<file path="src/rtl/bfu_pipe.sv">
// bfu_pipe: fully pipelined modular butterfly unit for the Dilithium NTT/INTT
// over Z_q (q = 8380417). It accepts one operation per cycle and never stalls.
//
//   sel_keep = 0 (DIT / Cooley-Tukey):   t  = omiga*b mod q
//                                        a1 = a + t mod q,  b1 = a - t mod q
//   sel_keep = 1 (DIF / Gentleman-Sande): a1 = a + b mod q
//                                        b1 = (a - b mod q) * omiga mod q
//
// Ports
//   clk        in   1       rising-edge clock
//   rst        in   1       synchronous active-high reset, clears every register
//   valid_in   in   1       a, b, omiga, sel_keep carry a valid operation
//   sel_keep   in   1       butterfly mode, travels with its own operation
//   a, b       in   DATA_W  operands in [0, q-1]
//   omiga      in   DATA_W  twiddle in [0, q-1]
//   a1, b1     out  DATA_W  registered results in [0, q-1]
//   valid_out  out  1       valid_in delayed by LATENCY cycles
//
// Stage map (one register per stage, 11 total):
//   p0 input | p1 DIF add/sub | p2-p4 multiply | p5-p9 reduce | p10 DIT add/sub
// In DIT mode p1 is a pass-through; in DIF mode p10 is, so both modes share
// the same latency and the multiplier/reducer serve both butterflies.
module bfu_pipe #(
   parameter int Q       = 8380417,
   parameter int DATA_W  = 23,
   parameter int LATENCY = 11
) (
   input  logic              clk,
   input  logic              rst,
   input  logic              valid_in,
   input  logic              sel_keep,
   input  logic [DATA_W-1:0] a,
   input  logic [DATA_W-1:0] b,
   input  logic [DATA_W-1:0] omiga,
   output logic [DATA_W-1:0] a1,
   output logic [DATA_W-1:0] b1,
   output logic              valid_out
);

   localparam int PW      = 2 * DATA_W;     // full product width
   localparam int LO_W    = 12;             // low half of a split operand
   localparam int HI_W    = DATA_W - LO_W;  // high half of a split operand
   localparam int PP_W    = 2 * LO_W;       // partial-product register width
   localparam int MID_W   = PP_W + 1;       // sum of the two cross products
   localparam int FOLD_SH = 13;             // 2^23 = 2^13 - 1 (mod q)

   localparam logic        [PW-1:0]     Q_W = PW'(Q);
   localparam logic        [DATA_W:0]   Q_A = (DATA_W + 1)'(Q);
   localparam logic signed [DATA_W+1:0] Q_S = (DATA_W + 2)'(Q);

   // Modular add of two residues: one conditional subtraction suffices.
   function automatic logic [DATA_W-1:0] mod_add(input logic [DATA_W-1:0] x,
                                                 input logic [DATA_W-1:0] y);
      logic [DATA_W:0] s;
      s = {1'b0, x} + {1'b0, y};
      return (s >= Q_A) ? DATA_W'(s - Q_A) : DATA_W'(s);
   endfunction

   // Modular subtract of two residues: add q back when the difference is negative.
   function automatic logic [DATA_W-1:0] mod_sub(input logic [DATA_W-1:0] x,
                                                 input logic [DATA_W-1:0] y);
      logic signed [DATA_W+1:0] d;
      d = $signed({2'b00, x}) - $signed({2'b00, y});
      return (d < 0) ? DATA_W'(d + Q_S) : DATA_W'(d);
   endfunction

   // One folding step: v = hi*2^23 + lo  ->  hi*2^13 - hi + lo.
   // hi*2^13 >= hi, so the result never goes negative.
   function automatic logic [PW-1:0] fold(input logic [PW-1:0] v);
      return (PW'(v[PW-1:DATA_W]) << FOLD_SH) - PW'(v[PW-1:DATA_W])
             + PW'(v[DATA_W-1:0]);
   endfunction

   // Conditional subtraction keeping the full width.
   function automatic logic [PW-1:0] cond_sub(input logic [PW-1:0] v);
      return (v >= Q_W) ? (v - Q_W) : v;
   endfunction

   // Conditional subtraction that also narrows to a residue.
   function automatic logic [DATA_W-1:0] final_sub(input logic [PW-1:0] v);
      return (v >= Q_W) ? DATA_W'(v - Q_W) : DATA_W'(v);
   endfunction

   logic [DATA_W-1:0]  a_p0, b_p0, w_p0;
   logic [DATA_W-1:0]  x_p1, w_p1;
   logic [PP_W-1:0]    ll_p2, lh_p2, hl_p2, hh_p2;
   logic [PP_W-1:0]    ll_p3, hh_p3;
   logic [MID_W-1:0]   mid_p3;
   logic [PW-1:0]      prod_p4;
   logic [PW-1:0]      r_p5, r_p6, r_p7, r_p8;
   logic [DATA_W-1:0]  t_p9;
   logic [DATA_W-1:0]  u_dly   [1:9];   // upper operand / DIF sum riding alongside
   logic               sel_dly [0:9];
   logic [LATENCY-1:0] vld;

   always_ff @(posedge clk) begin
      if (rst) begin
         a_p0    <= '0;
         b_p0    <= '0;
         w_p0    <= '0;
         x_p1    <= '0;
         w_p1    <= '0;
         ll_p2   <= '0;
         lh_p2   <= '0;
         hl_p2   <= '0;
         hh_p2   <= '0;
         ll_p3   <= '0;
         hh_p3   <= '0;
         mid_p3  <= '0;
         prod_p4 <= '0;
         r_p5    <= '0;
         r_p6    <= '0;
         r_p7    <= '0;
         r_p8    <= '0;
         t_p9    <= '0;
         for (int i = 1; i <= 9; i++) u_dly[i] <= '0;
         for (int i = 0; i <= 9; i++) sel_dly[i] <= 1'b0;
         a1      <= '0;
         b1      <= '0;
         vld     <= '0;
      end else begin
         // p0: capture operation
         a_p0       <= a;
         b_p0       <= b;
         w_p0       <= omiga;
         sel_dly[0] <= sel_keep;

         // p1: DIF pre-butterfly (pass-through for DIT)
         if (sel_dly[0]) begin
            u_dly[1] <= mod_add(a_p0, b_p0);
            x_p1     <= mod_sub(a_p0, b_p0);
         end else begin
            u_dly[1] <= a_p0;
            x_p1     <= b_p0;
         end
         w_p1       <= w_p0;
         sel_dly[1] <= sel_dly[0];

         // p2: four 12x12-class partial products of omiga*x
         ll_p2 <= PP_W'(w_p1[LO_W-1:0])      * PP_W'(x_p1[LO_W-1:0]);
         lh_p2 <= PP_W'(w_p1[LO_W-1:0])      * PP_W'(x_p1[DATA_W-1:LO_W]);
         hl_p2 <= PP_W'(w_p1[DATA_W-1:LO_W]) * PP_W'(x_p1[LO_W-1:0]);
         hh_p2 <= PP_W'(w_p1[DATA_W-1:LO_W]) * PP_W'(x_p1[DATA_W-1:LO_W]);

         // p3: merge the cross terms
         ll_p3  <= ll_p2;
         hh_p3  <= hh_p2;
         mid_p3 <= MID_W'(lh_p2) + MID_W'(hl_p2);

         // p4: full 46-bit product
         prod_p4 <= (PW'(hh_p3) << (2 * LO_W)) + (PW'(mid_p3) << LO_W) + PW'(ll_p3);

         // p5-p7: three folds bring the product below 2^23 + 2^18
         r_p5 <= fold(prod_p4);
         r_p6 <= fold(r_p5);
         r_p7 <= fold(r_p6);

         // p8-p9: final conditional subtractions into [0, q-1]
         r_p8 <= cond_sub(r_p7);
         t_p9 <= final_sub(r_p8);

         for (int i = 2; i <= 9; i++) begin
            u_dly[i]   <= u_dly[i-1];
            sel_dly[i] <= sel_dly[i-1];
         end

         // p10: DIT post-butterfly (pass-through for DIF)
         if (sel_dly[9]) begin
            a1 <= u_dly[9];
            b1 <= t_p9;
         end else begin
            a1 <= mod_add(u_dly[9], t_p9);
            b1 <= mod_sub(u_dly[9], t_p9);
         end

         vld <= {vld[LATENCY-2:0], valid_in};
      end
   end

   assign valid_out = vld[LATENCY-1];

endmodule

</file>
<file path="config.mk">
export PLATFORM = sky130hd
export DESIGN_NAME = bfu_pipe
export DESIGN_NICKNAME = d
export VERILOG_FILES = /design/src/rtl/bfu_pipe.sv
export SDC_FILE = /design/constraint.sdc
export NUM_CORES = 2
export LEC_CHECK = 0
export CAP_MARGIN = 10
export CELL_PAD_IN_SITES_DETAIL_PLACEMENT = 0
export CELL_PAD_IN_SITES_GLOBAL_PLACEMENT = 1
export CORE_UTILIZATION = 50
export CTS_CLUSTER_SIZE = 24
export DETAILED_ROUTE_END_ITERATION = 10
export PLACE_DENSITY = 0.93
export SYNTH_ARGS = -nofsm -noshare
export SYNTH_HDL_FRONTEND = slang
export SYNTH_SLANG_ARGS = --single-unit
</file>
<file path="constraint.sdc">
create_clock -name clk -period 6.7 [get_ports clk]
set_input_delay 1.005 -clock clk [delete_from_list [all_inputs] [get_ports clk]]
set_output_delay 1.005 -clock clk [all_outputs]
set_load 0.1 [all_outputs]
</file>
==> run metrics <==
outcome=complete, no violations; synthesized area=0.05464 sq mm; PwrDens=337.3 mW/mm^2; Area growth, synth to finish=10.01%; drt first pass iters=6; RSZ-0062 raised after global routing=false; fmax=0.1638 GHz; Leakage=0.02762 uW; period utilization=91.10%; clock-pin slew of the registers on the worst-case setup and hold paths=0.06 ns; CTS H-tree lvls=3; syn_area_per_cell=8.857 sq um; # rows=120; Main synth FF type=dfxtp_1; die height=332.6 microns; DRT Wirelength=135.3 mm; dpl hpwl=105.3 mm; sequential share of power=29.0%; FF-to-FF setup slack=0.60 ns; die area=0.1106 sq mm; CP arrival=6.64 ns; worst r2r dst=lh_p2[21]$_SDFF_PP0_; global-route wire length before repair=218.6 mm; Hold WC Path Type=reg -> reg; worst skew pair latency=0.68 ns; antenna-violating nets left=0; switching pwr=8310 uW; Filler cells=9,625; initial antenna violation count=1; TritonCTS clock tree=done; max_cap viols=0; FF+latch area=0.01585 sq mm; multi-input logic area=0.03548 sq mm; Clock Skew=0.03626 ns; drt wl/cell=17.64 microns; starting DRC count in detailed routing=2,571; Gate power share=46.6%; largest net degree at the start of global routing=205; Initial Utilization=50.75%; number of global-route vias before repair=41,800; Relative slew margins=21.87%; via count=41,790; Die Wd=332.6 microns; Int Power=11,970 uW; Via density=5.449; Syn Inst Count=6,169; fin nets=7,133; Tmin final=6.103 ns; Tightest Pin Transition=1.168 ns; IO Count=120; Clock Sink Count=780; GPL Wtd Cong=0.9439; crit path to=lh_p2[21]$_SDFF_PP0_; core box area=0.1077 sq mm; total track usage=24.50%; Cell variety after synth=105; Reg-to-Reg Start=x_p1[16]$_SDFF_PP0_; share of cells above drive strength 1=4.261%; Clock Power Share=24.4%; final setup fails=0; total negative setup slack=0 ns; FF+latch count, synth=780; Setup crit end kind=register; grt total ovfl=0; reg2reg path depth=19; # DRC=0; final slew viol count=0; Post-synth EDFFs=23; Max clock buf depth=3; Max IR drop VDD=273.2 uV; Synth async-reset ratio=0%; dpl cells=7,514; crit path kind=reg -> reg; IO buf count=119; sequential fraction of the synthesis area=29.00%; TritonCTS Buffers=85; antenna diode count=0; CP Data Required Time=7.23 ns; peak fanout along the critical path=23; Final Hold Vio Count=0; CP Launch Point=x_p1[16]$_SDFF_PP0_; CTS root buffer=clkbuf_16; cts hold-fix bufs=0; Worst Setup Start Kind=register; Yosys warning count=0; Sw Share=40.98%; Resize count post-CTS=0; Post-CTS Repair Setup Buffers=0; non-filler cells, final=7,669
-- power groups by stage --
stage | registers (uW) | clock network [uW] | logic [uW]
6_report | 5880 | 4940 | 9460
5_1_grt | 5940 | 5240 | 10400
4_1_cts | 5870 | 5060 | 9420
3_5_place_dp | 5970 | 0 | 9360
3_3_place_gp | 5960 | 0 | 9230
2_1_floorplan | 6320 | 0 | 6800
-- metal layers --
| metal | track usage [%] | routed length (microns) | up-vias |
|---|---|---|---|
| met3 | 3.230 | 6200 | 306 |
| met2 | 42.70 | 65200 | 1127 |
| met1 | 29.30 | 56300 | 19860 |
| met5 | 0 | 0 | - |
| met4 | 12.91 | 7606 | 0 |
| li1 | - | - | 20500 |
-- cells in the final DEF, fill, tap and decap left out, drive strengths merged, types with 46 or more instances in the layout --
master	instances
inv	645
nand3	83
or3	57
xnor2	260
nor2	511
a21o	96
and3	46
and2	285
xor2	141
o21ai	127
nor3	129
fa	367
a211oi	91
nand2	478
clkdlybuf4s50	118
dfxtp	757
a21oi	249
buf	55
clkbuf	108
nor2b	429
ha	495
-- Yosys cell counts, drive strengths merged (91+ instances only) --
cell	n	share of area, %
xor2	141	2.3
nand2	478	3.3
a211oi	91	1.3
nor3	129	1.2
dfxtp	757	28
nor2	511	3.5
a21o	96	1.3
o21ai	127	1.2
a21oi	249	2.3
fa	367	13
clkbuf	228	1.6
and2	285	3.3
xnor2	260	4.2
ha	495	11
inv	640	4.4
nor2b	429	4.9
-- through the flow --
stage | cell area (sq um) | total power (uW) | util (%) | worst slack (ns) | hold slack [ns]
CTS | 60110 | 20360 | 55.84 | 0.6123 | 0.4315
global placement | 57130 | 15190 | 53.06 | 0.6854 | 0.4173
global route | 60110 | 21620 | 55.84 | 0.1611 | 0.4378
detailed placement | 57130 | 15330 | 53.06 | 0.6535 | 0.4204
floorplan | 54720 | 13110 | - | 1.348 | 0.4138
finish | 60110 | 20280 | 55.84 | 0.5965 | 0.4261
-- registers in the layout, summed over array words and instances, names as in the netlist, 23 cells and up --
signal	cells
r_p5	38
prod_p4	46
x_p1	23
b_p0	23
t_p9	23
a_p0	23
a1	23
w_p0	23
r_p7	38
lh_p2	23
r_p6	38
hl_p2	23
mid_p3	24
r_p8	46
ll_p3	24
ll_p2	24
b1	23
u_dly	207
w_p1	23
-- cell families (layout without fill, tap and decap cells) --
family,count (synthesis),after routing,synth area share [%]
AO/OA/AOI/OAI,950,950,11.91
XOR/XNOR,401,401,6.455
adder cells (fa/ha/maj),863,863,24.80
buffers and inverters,898,973,6.224
flip-flops,780,780,29.00
multiplexers,20,20,0.3710
other,1,23,0.006863
AND/OR/NAND/NOR,2256,2256,21.23
-- cell type report --
| class | instances | share of cell area (%) |
|---|---|---|
| Clock buffer | 108 | 3.903 |
| Clock inverter | 47 | 1.062 |
| Inverter | 645 | 4.028 |
| Multi-Input combinational cell | 4513 | 59.02 |
| Sequential cell | 780 | 26.36 |
| Tap cell | 1403 | 2.920 |
| Timing Repair Buffer | 173 | 2.706 |
-- critical path, cell delays in order, from the launching register on --
cell and delay, ns:
dfxtp_1 0.92, nand2_1 0.18, fa_1 0.54, fa_1 0.52, inv_1 0.04, ha_1 0.31, fa_1 0.53, inv_1 0.05
fa_1 0.53, inv_1 0.04, ha_1 0.32, a21boi_0 0.16, o21ai_0 0.18, nand2b_1 0.11, a31o_2 0.29, a41oi_1 0.33
a211oi_1 0.21, a311o_1 0.38, a21o_1 0.16, and3_1 0.16
-- worst min path at each step --
stage / startpoint / endpoint / depth (start not counted)
finish: u_dly[0][119]$_SDFF_PP0_ / u_dly[0][142]$_SDFF_PP0_ / 1
global route: u_dly[0][92]$_SDFF_PP0_ / u_dly[0][115]$_SDFF_PP0_ / 1
CTS: sel_dly[4]$_SDFF_PP0_ / sel_dly[5]$_SDFF_PP0_ / 1
detailed placement: ll_p2[10]$_SDFF_PP0_ / ll_p3[10]$_SDFF_PP0_ / 1
global placement: vld[3]$_SDFF_PP0_ / vld[4]$_SDFF_PP0_ / 1
floorplan: hh_p2[0]$_SDFF_PP0_ / hh_p3[0]$_SDFF_PP0_ / 1
Note: power is estimated with default switching activity, not from simulation.
